==> src/rtl/vga_board_renderer_pkg.sv <==
// vga_pkg: shared colours, owner codes, region classes and default 640x480
// timing for the board display blocks.
package vga_pkg;

  localparam int DEF_H_VISIBLE = 640;
  localparam int DEF_H_FRONT   = 16;
  localparam int DEF_H_SYNC    = 96;
  localparam int DEF_H_BACK    = 48;
  localparam int DEF_V_VISIBLE = 480;
  localparam int DEF_V_FRONT   = 10;
  localparam int DEF_V_SYNC    = 2;
  localparam int DEF_V_BACK    = 33;

  localparam logic [11:0] COL_BLANK  = 12'h000;
  localparam logic [11:0] COL_GRID   = 12'hCCC;
  localparam logic [11:0] COL_EMPTY  = 12'hDDD;
  localparam logic [11:0] COL_P1     = 12'hF70;
  localparam logic [11:0] COL_P2     = 12'h70F;
  localparam logic [11:0] COL_P3     = 12'h0A0;
  localparam logic [11:0] COL_P4     = 12'hD00;
  localparam logic [11:0] COL_LEFT   = 12'h222;
  localparam logic [11:0] COL_RIGHT  = 12'h444;
  localparam logic [11:0] COL_OUTER  = 12'hEEE;
  localparam logic [11:0] COL_CURSOR = 12'h000;

  typedef enum logic [2:0] {
    OWNER_EMPTY = 3'd0,
    OWNER_P1    = 3'd1,
    OWNER_P2    = 3'd2,
    OWNER_P3    = 3'd3,
    OWNER_P4    = 3'd4
  } owner_e;

  typedef enum logic [2:0] {
    REG_BLANK,
    REG_GRID,
    REG_CELL,
    REG_LEFT,
    REG_RIGHT,
    REG_OUTER
  } region_e;

  // Codes 5..7 are reserved and render as an empty cell.
  function automatic logic [11:0] owner_colour(input logic [2:0] code);
    logic [11:0] c;
    case (code)
      OWNER_P1: c = COL_P1;
      OWNER_P2: c = COL_P2;
      OWNER_P3: c = COL_P3;
      OWNER_P4: c = COL_P4;
      default:  c = COL_EMPTY;
    endcase
    return c;
  endfunction

endpackage

==> src/rtl/vga_board_renderer_if.sv <==
// Board VRAM read port: registered address out, data back one cycle later.
interface vga_board_renderer_if #(
  parameter int ADDR_W    = 8,
  parameter int CELL_BITS = 6
);
  logic [ADDR_W-1:0]    vram_addr;
  logic [CELL_BITS-1:0] vram_q;

  modport master (output vram_addr, input vram_q);
  modport slave  (input vram_addr, output vram_q);
endinterface

==> src/rtl/vga_board_renderer_timing.sv <==
// vga_timing: free-running raster counters with visible flag and raw
// active-low syncs, shared by the display blocks.
module vga_timing
  import vga_pkg::*;
#(
  parameter int H_VISIBLE = DEF_H_VISIBLE,
  parameter int H_FRONT   = DEF_H_FRONT,
  parameter int H_SYNC    = DEF_H_SYNC,
  parameter int H_BACK    = DEF_H_BACK,
  parameter int V_VISIBLE = DEF_V_VISIBLE,
  parameter int V_FRONT   = DEF_V_FRONT,
  parameter int V_SYNC    = DEF_V_SYNC,
  parameter int V_BACK    = DEF_V_BACK,
  localparam int H_TOTAL  = H_VISIBLE + H_FRONT + H_SYNC + H_BACK,
  localparam int V_TOTAL  = V_VISIBLE + V_FRONT + V_SYNC + V_BACK,
  localparam int HW       = $clog2(H_TOTAL),
  localparam int VW       = $clog2(V_TOTAL)
) (
  input  logic          clk,
  input  logic          reset,
  output logic [HW-1:0] hcount,
  output logic [VW-1:0] vcount,
  output logic          h_wrap,
  output logic          v_wrap,
  output logic          visible,
  output logic          hsync_raw,
  output logic          vsync_raw
);

  always_ff @(posedge clk) begin
    if (reset) begin
      hcount <= '0;
      vcount <= '0;
    end else if (h_wrap) begin
      hcount <= '0;
      vcount <= v_wrap ? '0 : vcount + 1'b1;
    end else begin
      hcount <= hcount + 1'b1;
    end
  end

  assign h_wrap    = (hcount == HW'(H_TOTAL - 1));
  assign v_wrap    = (vcount == VW'(V_TOTAL - 1));
  assign visible   = (int'(hcount) < H_VISIBLE) && (int'(vcount) < V_VISIBLE);
  assign hsync_raw = !((int'(hcount) >= H_VISIBLE + H_FRONT) &&
                       (int'(hcount) <  H_VISIBLE + H_FRONT + H_SYNC));
  assign vsync_raw = !((int'(vcount) >= V_VISIBLE + V_FRONT) &&
                       (int'(vcount) <  V_VISIBLE + V_FRONT + V_SYNC));

endmodule

==> src/rtl/vga_board_renderer.sv <==
// Board renderer: tiles VRAM cells onto the raster through a 3-stage pipeline.
// Optional blinking cell cursor is built when VGA_CURSOR_EN is defined.
module vga_board_renderer
  import vga_pkg::*;
#(
  parameter int H_VISIBLE = DEF_H_VISIBLE,
  parameter int H_FRONT   = DEF_H_FRONT,
  parameter int H_SYNC    = DEF_H_SYNC,
  parameter int H_BACK    = DEF_H_BACK,
  parameter int V_VISIBLE = DEF_V_VISIBLE,
  parameter int V_FRONT   = DEF_V_FRONT,
  parameter int V_SYNC    = DEF_V_SYNC,
  parameter int V_BACK    = DEF_V_BACK,
  parameter int BOARD_W   = 14,
  parameter int BOARD_H   = 14,
  parameter int CELL      = 32,
  parameter int GRID      = 2,
  parameter int ORG_X     = 95,
  parameter int ORG_Y     = 15,
  parameter int CELL_BITS = 6,
  parameter int ADDR_W    = 8
) (
  input  logic                 clk,
  input  logic                 reset,
  vga_board_renderer_if.master vram,
`ifdef VGA_CURSOR_EN
  input  logic [3:0]           cursor_x,
  input  logic [3:0]           cursor_y,
`endif
  output logic                 hsync,
  output logic                 vsync,
  output logic [11:0]          rgb_out,
  output logic                 frame_start
);

  localparam int H_TOTAL = H_VISIBLE + H_FRONT + H_SYNC + H_BACK;
  localparam int V_TOTAL = V_VISIBLE + V_FRONT + V_SYNC + V_BACK;
  localparam int HW      = $clog2(H_TOTAL);
  localparam int VW      = $clog2(V_TOTAL);
  localparam int PW      = $clog2(CELL);
  localparam int CXW     = $clog2(BOARD_W + 1);
  localparam int CYW     = $clog2(BOARD_H + 1);
  localparam int X_END   = ORG_X + BOARD_W * CELL + GRID;
  localparam int Y_END   = ORG_Y + BOARD_H * CELL + GRID;

  logic [HW-1:0]     hcount, h_next;
  logic [VW-1:0]     vcount, v_next;
  logic              h_wrap, v_wrap, visible, hsync_raw, vsync_raw;
  logic [PW-1:0]     px_x, px_y;
  logic [CXW-1:0]    cell_x;
  logic [CYW-1:0]    cell_y;
  logic              in_board_x, in_board_y, on_grid, fs_s0;
  logic [ADDR_W-1:0] cell_addr;
  region_e           region_s0, s1_region, s2_region;
  logic              s1_valid, s1_hsync, s1_vsync, s1_fs;
  logic              s2_valid, s2_hsync, s2_vsync, s2_fs;
  logic [11:0]       colour;
  logic              unused_owner_hi;

  vga_timing #(
    .H_VISIBLE(H_VISIBLE), .H_FRONT(H_FRONT), .H_SYNC(H_SYNC), .H_BACK(H_BACK),
    .V_VISIBLE(V_VISIBLE), .V_FRONT(V_FRONT), .V_SYNC(V_SYNC), .V_BACK(V_BACK)
  ) u_timing (
    .clk       (clk),
    .reset     (reset),
    .hcount    (hcount),
    .vcount    (vcount),
    .h_wrap    (h_wrap),
    .v_wrap    (v_wrap),
    .visible   (visible),
    .hsync_raw (hsync_raw),
    .vsync_raw (vsync_raw)
  );

  assign h_next = h_wrap ? '0 : hcount + 1'b1;
  assign v_next = v_wrap ? '0 : vcount + 1'b1;

  // Trackers are loaded from the next raster position so they line up with hcount/vcount.
  always_ff @(posedge clk) begin
    if (reset) begin
      px_x   <= '0;
      cell_x <= '0;
      px_y   <= '0;
      cell_y <= '0;
    end else begin
      if (h_next == HW'(ORG_X)) begin
        px_x   <= '0;
        cell_x <= '0;
      end else if (px_x == PW'(CELL - 1)) begin
        px_x   <= '0;
        cell_x <= cell_x + 1'b1;
      end else begin
        px_x <= px_x + 1'b1;
      end
      if (h_wrap) begin
        if (v_next == VW'(ORG_Y)) begin
          px_y   <= '0;
          cell_y <= '0;
        end else if (px_y == PW'(CELL - 1)) begin
          px_y   <= '0;
          cell_y <= cell_y + 1'b1;
        end else begin
          px_y <= px_y + 1'b1;
        end
      end
    end
  end

  assign in_board_x = (int'(hcount) >= ORG_X) && (int'(hcount) < X_END);
  assign in_board_y = (int'(vcount) >= ORG_Y) && (int'(vcount) < Y_END);
  assign on_grid    = (int'(px_x) < GRID) || (int'(px_y) < GRID);
  assign fs_s0      = (hcount == '0) && (vcount == '0);
  assign cell_addr  = ADDR_W'(cell_y) * ADDR_W'(BOARD_W) + ADDR_W'(cell_x);

  always_comb begin
    region_s0 = REG_BLANK;
    if (visible) begin
      if (in_board_x && in_board_y) begin
        region_s0 = on_grid ? REG_GRID : REG_CELL;
      end else if (int'(hcount) < ORG_X) begin
        region_s0 = REG_LEFT;
      end else if (int'(hcount) >= X_END) begin
        region_s0 = REG_RIGHT;
      end else begin
        region_s0 = REG_OUTER;
      end
    end
  end

`ifdef VGA_CURSOR_EN
  logic [5:0] frame_cnt;
  logic       frame_seen, cursor_s0, s1_cursor, s2_cursor;
  logic       ring_x, ring_y;

  assign ring_x    = (int'(px_x) >= GRID) && (int'(px_x) < 2 * GRID);
  assign ring_y    = (int'(px_y) >= GRID) && (int'(px_y) < 2 * GRID);
  assign cursor_s0 = (region_s0 == REG_CELL) && (int'(cell_x) == int'(cursor_x)) &&
                     (int'(cell_y) == int'(cursor_y)) && (ring_x || ring_y) && !frame_cnt[5];

  // frame_cnt holds the index of the frame on screen; the first pulse after reset is frame 0.
  always_ff @(posedge clk) begin
    if (reset) begin
      frame_cnt  <= '0;
      frame_seen <= 1'b0;
      s1_cursor  <= 1'b0;
      s2_cursor  <= 1'b0;
    end else begin
      if (frame_start) begin
        frame_seen <= 1'b1;
        if (frame_seen) frame_cnt <= frame_cnt + 1'b1;
      end
      s1_cursor <= cursor_s0;
      s2_cursor <= s1_cursor;
    end
  end
`endif

  assign unused_owner_hi = ^vram.vram_q[CELL_BITS-1:3];

  always_comb begin
    colour = COL_BLANK;
    case (s2_region)
      REG_GRID:  colour = COL_GRID;
      REG_CELL:  colour = owner_colour(vram.vram_q[2:0]);
      REG_LEFT:  colour = COL_LEFT;
      REG_RIGHT: colour = COL_RIGHT;
      REG_OUTER: colour = COL_OUTER;
      default:   colour = COL_BLANK;
    endcase
`ifdef VGA_CURSOR_EN
    if (s2_cursor) colour = COL_CURSOR;
`endif
  end

  // Stage 1 issues the VRAM read, stage 2 meets vram_q, the output register closes the pipe.
  always_ff @(posedge clk) begin
    if (reset) begin
      s1_valid       <= 1'b0;
      s1_region      <= REG_BLANK;
      s1_hsync       <= 1'b1;
      s1_vsync       <= 1'b1;
      s1_fs          <= 1'b0;
      vram.vram_addr <= '0;
      s2_valid       <= 1'b0;
      s2_region      <= REG_BLANK;
      s2_hsync       <= 1'b1;
      s2_vsync       <= 1'b1;
      s2_fs          <= 1'b0;
      hsync          <= 1'b1;
      vsync          <= 1'b1;
      rgb_out        <= '0;
      frame_start    <= 1'b0;
    end else begin
      s1_valid       <= 1'b1;
      s1_region      <= region_s0;
      s1_hsync       <= hsync_raw;
      s1_vsync       <= vsync_raw;
      s1_fs          <= fs_s0;
      vram.vram_addr <= (region_s0 == REG_CELL) ? cell_addr : '0;
      s2_valid       <= s1_valid;
      s2_region      <= s1_region;
      s2_hsync       <= s1_hsync;
      s2_vsync       <= s1_vsync;
      s2_fs          <= s1_fs;
      hsync          <= s2_valid ? s2_hsync : 1'b1;
      vsync          <= s2_valid ? s2_vsync : 1'b1;
      rgb_out        <= s2_valid ? colour : 12'h000;
      frame_start    <= s2_valid && s2_fs;
    end
  end

endmodule
==> src/flat_wrapper.sv <==
// flat-port wrapper written by rule: the top's interface ports become plain ports
module vga_board_renderer_flat import vga_pkg::*;
#(
  parameter int H_VISIBLE = DEF_H_VISIBLE,
  parameter int H_FRONT   = DEF_H_FRONT,
  parameter int H_SYNC    = DEF_H_SYNC,
  parameter int H_BACK    = DEF_H_BACK,
  parameter int V_VISIBLE = DEF_V_VISIBLE,
  parameter int V_FRONT   = DEF_V_FRONT,
  parameter int V_SYNC    = DEF_V_SYNC,
  parameter int V_BACK    = DEF_V_BACK,
  parameter int BOARD_W   = 14,
  parameter int BOARD_H   = 14,
  parameter int CELL      = 32,
  parameter int GRID      = 2,
  parameter int ORG_X     = 95,
  parameter int ORG_Y     = 15,
  parameter int CELL_BITS = 6,
  parameter int ADDR_W    = 8
)
  (clk, reset, hsync, vsync, rgb_out, frame_start, vram_vram_addr, vram_vram_q);
  vga_board_renderer_if #(.ADDR_W(ADDR_W), .CELL_BITS(CELL_BITS)) vram_i ();
  input  logic clk;
  input  logic reset;
  output logic hsync;
  output logic vsync;
  output logic [11:0] rgb_out;
  output logic frame_start;
  output wire logic [$bits(vram_i.vram_addr)-1:0] vram_vram_addr;
  input wire logic [$bits(vram_i.vram_q)-1:0] vram_vram_q;
  assign vram_vram_addr = vram_i.vram_addr;
  assign vram_i.vram_q = vram_vram_q;
  vga_board_renderer #(.H_VISIBLE(H_VISIBLE), .H_FRONT(H_FRONT), .H_SYNC(H_SYNC), .H_BACK(H_BACK), .V_VISIBLE(V_VISIBLE), .V_FRONT(V_FRONT), .V_SYNC(V_SYNC), .V_BACK(V_BACK), .BOARD_W(BOARD_W), .BOARD_H(BOARD_H), .CELL(CELL), .GRID(GRID), .ORG_X(ORG_X), .ORG_Y(ORG_Y), .CELL_BITS(CELL_BITS), .ADDR_W(ADDR_W)) u_core (.clk(clk), .reset(reset), .vram(vram_i), .hsync(hsync), .vsync(vsync), .rgb_out(rgb_out), .frame_start(frame_start));
endmodule
==> config.mk <==
export PLATFORM = sky130hd
export DESIGN_NAME = vga_board_renderer_flat
export DESIGN_NICKNAME = d
export VERILOG_FILES = /design/src/rtl/vga_board_renderer_pkg.sv /design/src/rtl/vga_board_renderer_if.sv /design/src/rtl/vga_board_renderer_timing.sv /design/src/rtl/vga_board_renderer.sv /design/src/flat_wrapper.sv
export SDC_FILE = /design/constraint.sdc
export NUM_CORES = 1
export LEC_CHECK = 0
export ABC_AREA = 1
export CAP_MARGIN = 20
export CORE_ASPECT_RATIO = 1.2
export CORE_UTILIZATION = 25
export CTS_CLUSTER_SIZE = 24
export DETAILED_ROUTE_END_ITERATION = 8
export GPL_ROUTABILITY_DRIVEN = 0
export GPL_TIMING_DRIVEN = 0
export PLACE_DENSITY = 0.47
export SLEW_MARGIN = 20
export SYNTH_ARGS = -nofsm -noshare
export SYNTH_HDL_FRONTEND = slang
export SYNTH_SLANG_ARGS = --single-unit
==> constraint.sdc <==
create_clock -name clk -period 3.7 [get_ports clk]
set_input_delay 0.74 -clock clk [delete_from_list [all_inputs] [get_ports clk]]
set_output_delay 0.74 -clock clk [all_outputs]
set_load 0.01 [all_outputs]
==> results.toml <==
[grt]
grt_pass1_wl_um = 13400
grt_max_degree = 17
antenna_found_initial = 0
grt.overflow.total = 0
grt_pass1_vias = 2953
track_usage_pct = 10.7

[clock_network]
cts-root-buf = "clkbuf_16"
cts_buffer_depth = 2
ctsResizeCount = 0
post_cts_buffers = 0
tritoncts = "yes"
clk_pin_slew_ps = 60
h-tree-depth = 3
numCtsBuffers = 9
hold_buffers = 0
clk_latency_ps = 330
cts_sinks = 75

[job]
drv_cap = 0

[floorplanning]
initial_core_util_pct = 25.6
ios = 31
die_h_um = 138
fp.dieArea_sq_um = 15800
coreArea_sq_um = 15000
die_w_um = 115
fp-row-count = 49

[synthesis]
syn_area_sq_um = 3830
synthCells = 489
syn_nets = 526
synth_edf_count = 0
yosysWarningCount = 0
syn_avg_cell_area_sq_um = 7.84
yosys.cell_types.count = 43
yosys_most_used_dff = "dfxtp_1"
yosys_register_bits = 75
synthArstFlopShare_pct = 0
yosysSeqAreaShare_pct = 39.2

[worst_setup_path]
ff2ff_setup_slack_ps = 1210
reg2regPathDepth = 9
cp.arrival_ps = 2750
r2r_start = "u_core.cell_y[2]"
critPathCaptureType = "register"
cp_top_family = "adder cells"
worstPathRequired_ps = 3960
cp_cell_sequence = "fa_1, ha_1, ha_1, nand2_1, inv_1, o21ai_0, nor2_1, a21o_1, a21oi_1"
worst-path-max-fanout = 8
worstSetupStartpointType = "register"
crit_slowest_cell = "dfxtp_1"
crit_type = "reg -> reg"
worst_r2r_endpoint = "u_core.vram.vram_addr[7]"
crit_path_max_incr_delay_ps = 540
cpMostUsedCell = "ha_1"
crit_buf_inv = 1

[layout]
area_delta_synth_final_pct = 21.6
drive_gt1_share_pct = 12.4
mostFrequentLayoutCells = "nor2_1 (75), dfxtp_1 (75), nand2_1 (71), inv_1 (67), nand3_1 (28)"
fin_nets = 563
stdcell_area_sq_um = 4660
fin_util_pct = 31.2
antenna_cells = 0

[detailed_routing]
wl_per_cell_um = 10.5
drt-pass1-iter-count = 4
first_iter_violations = 108
vias = 3074
wirelength_um = 7690
postRouteAntennaNets = 0
drcViolationCount = 0
post_drt_via_cell_ratio = 4.18

[worst_hold_path]
hold_path_depth = 2
holdPathEnd = "u_core.s2_region[2]"
hp-class = "reg -> reg"
hp-start = "u_core.s1_region[2]"

[power_and_ir_drop]
pwr-share-seq_pct = 46.0
p_int_mw = 1.39
peakVddDrop_uv = 186
clkPwrFrac_pct = 50.8
leakage_nw = 2.05
power_frac_comb_pct = 3.3
p_total_mw = 1.80
swShare_pct = 23.2
switchingPower_mw = 0.419
power.density_nw_per_um2 = 387

[timing]
period_minus_slack_ps = 2490
holdWs_ps = 401
tightest_slew_ps = 504
hold_viol = 0
relSlewSlack_pct = 66.4
tns_ps = 0
fin_crit_sh_pct = 67.4
slew_viol_final = 0
rsz0062_at_grt = "false"
setup_viol_count_final = 0
fmax_ghz = 0.401
worst_clock_skew_ps = 5.80

[placement]
hpwl_um = 5920
io_buffers = 26
placed_cell_area_sq_um = 4350

[status]
status = "complete, no violations"
## registers in the layout (all words and copies together) (netlist names), 3 cells and up
name	cells
u_core.cell_x	4
u_core.cell_y	4
u_core.px_x	5
u_core.px_y	5
u_core.rgb_out	12
u_core.s1_region	3
u_core.s2_region	3
u_core.u_timing.hcount	10
u_core.u_timing.vcount	10
u_core.vram.vram_addr	8
## layer usage
layer	vias to the layer above	share of wire (%)	GRT usage (%)
met5	-	0	0
met4	0	1.7	4.33
met3	7	2.0	2.11
met2	29	49	18.2
met1	1404	47	13.1
li1	1634	-	-
## power by group through the flow
stage / clock network [mW] / logic, mW / registers [mW]
floorplan: 0 / 0.0381 / 0.847
global placement: 0 / 0.0604 / 0.847
detailed placement: 0 / 0.0601 / 0.848
CTS: 0.948 / 0.0604 / 0.830
global route: 0.978 / 0.0684 / 0.831
finish: 0.916 / 0.0591 / 0.830
## cells by family after synthesis
group	count (synthesis)	share of synthesized area, %
AOI/OAI and AO/OA	51	7.71
DFF	75	39.2
adders and majority gates	29	10.4
and+or+nand+nor	236	29.9
muxes	2	0.522
xor gates and xnor gates	15	3.43
buffers and inverters	81	8.85
## cell usage after synthesis, drive strengths merged, types with 5 or more instances
cell | instances | area [sq um]
nand2 | 85 | 379
nor2 | 84 | 353
dfxtp | 75 | 1500
inv | 70 | 263
nand3 | 33 | 190
ha | 24 | 300
o21ai | 21 | 105
a21oi | 19 | 110
nand4 | 12 | 81.3
xor2 | 10 | 87.6
or2 | 7 | 43.8
buf | 6 | 47.5
nor3 | 6 | 35.0
fa | 5 | 100
nor4 | 5 | 31.3
xnor2 | 5 | 43.8
## worst max path at each step
stage | depth (start not counted) | slack (ps) | from | to
4_1_cts | 9 | 1180 | u_core.cell_y[2] | u_core.vram.vram_addr[7]
3_5_place_dp | 9 | 1180 | u_core.cell_y[2] | u_core.vram.vram_addr[7]
3_3_place_gp | 9 | 1210 | u_core.cell_y[2] | u_core.vram.vram_addr[7]
5_1_grt | 9 | 1020 | u_core.cell_y[2] | u_core.vram.vram_addr[6]
6_report | 9 | 1210 | u_core.cell_y[2] | u_core.vram.vram_addr[7]
2_1_floorplan | 9 | 1410 | u_core.cell_y[2] | u_core.vram.vram_addr[6]
## tightest hold or removal path, cell delays in order, from the launching register on
cell     delay [ps]
dfxtp_1         300
inv_1            40
nor2_1           30
## layout make-up
cell class	instances	area, sq um
inverter	72	270
clock buffer	9	225
buffer	9	68.8
multi-input combinational	333	1990
sequential	75	1500
fill	1606	10300
tap	204	255
timing repair buffer	26	260
clock inverter	7	88.8
## metrics by stage
step           std cells  setup WS [ps]
2_1_floorplan        489           1410
3_3_place_gp         719           1210
3_5_place_dp         719           1180
4_1_cts              735           1180
5_1_grt              735           1020
6_report             735           1210
No activity file was read; power rests on OpenSTA's default activity.
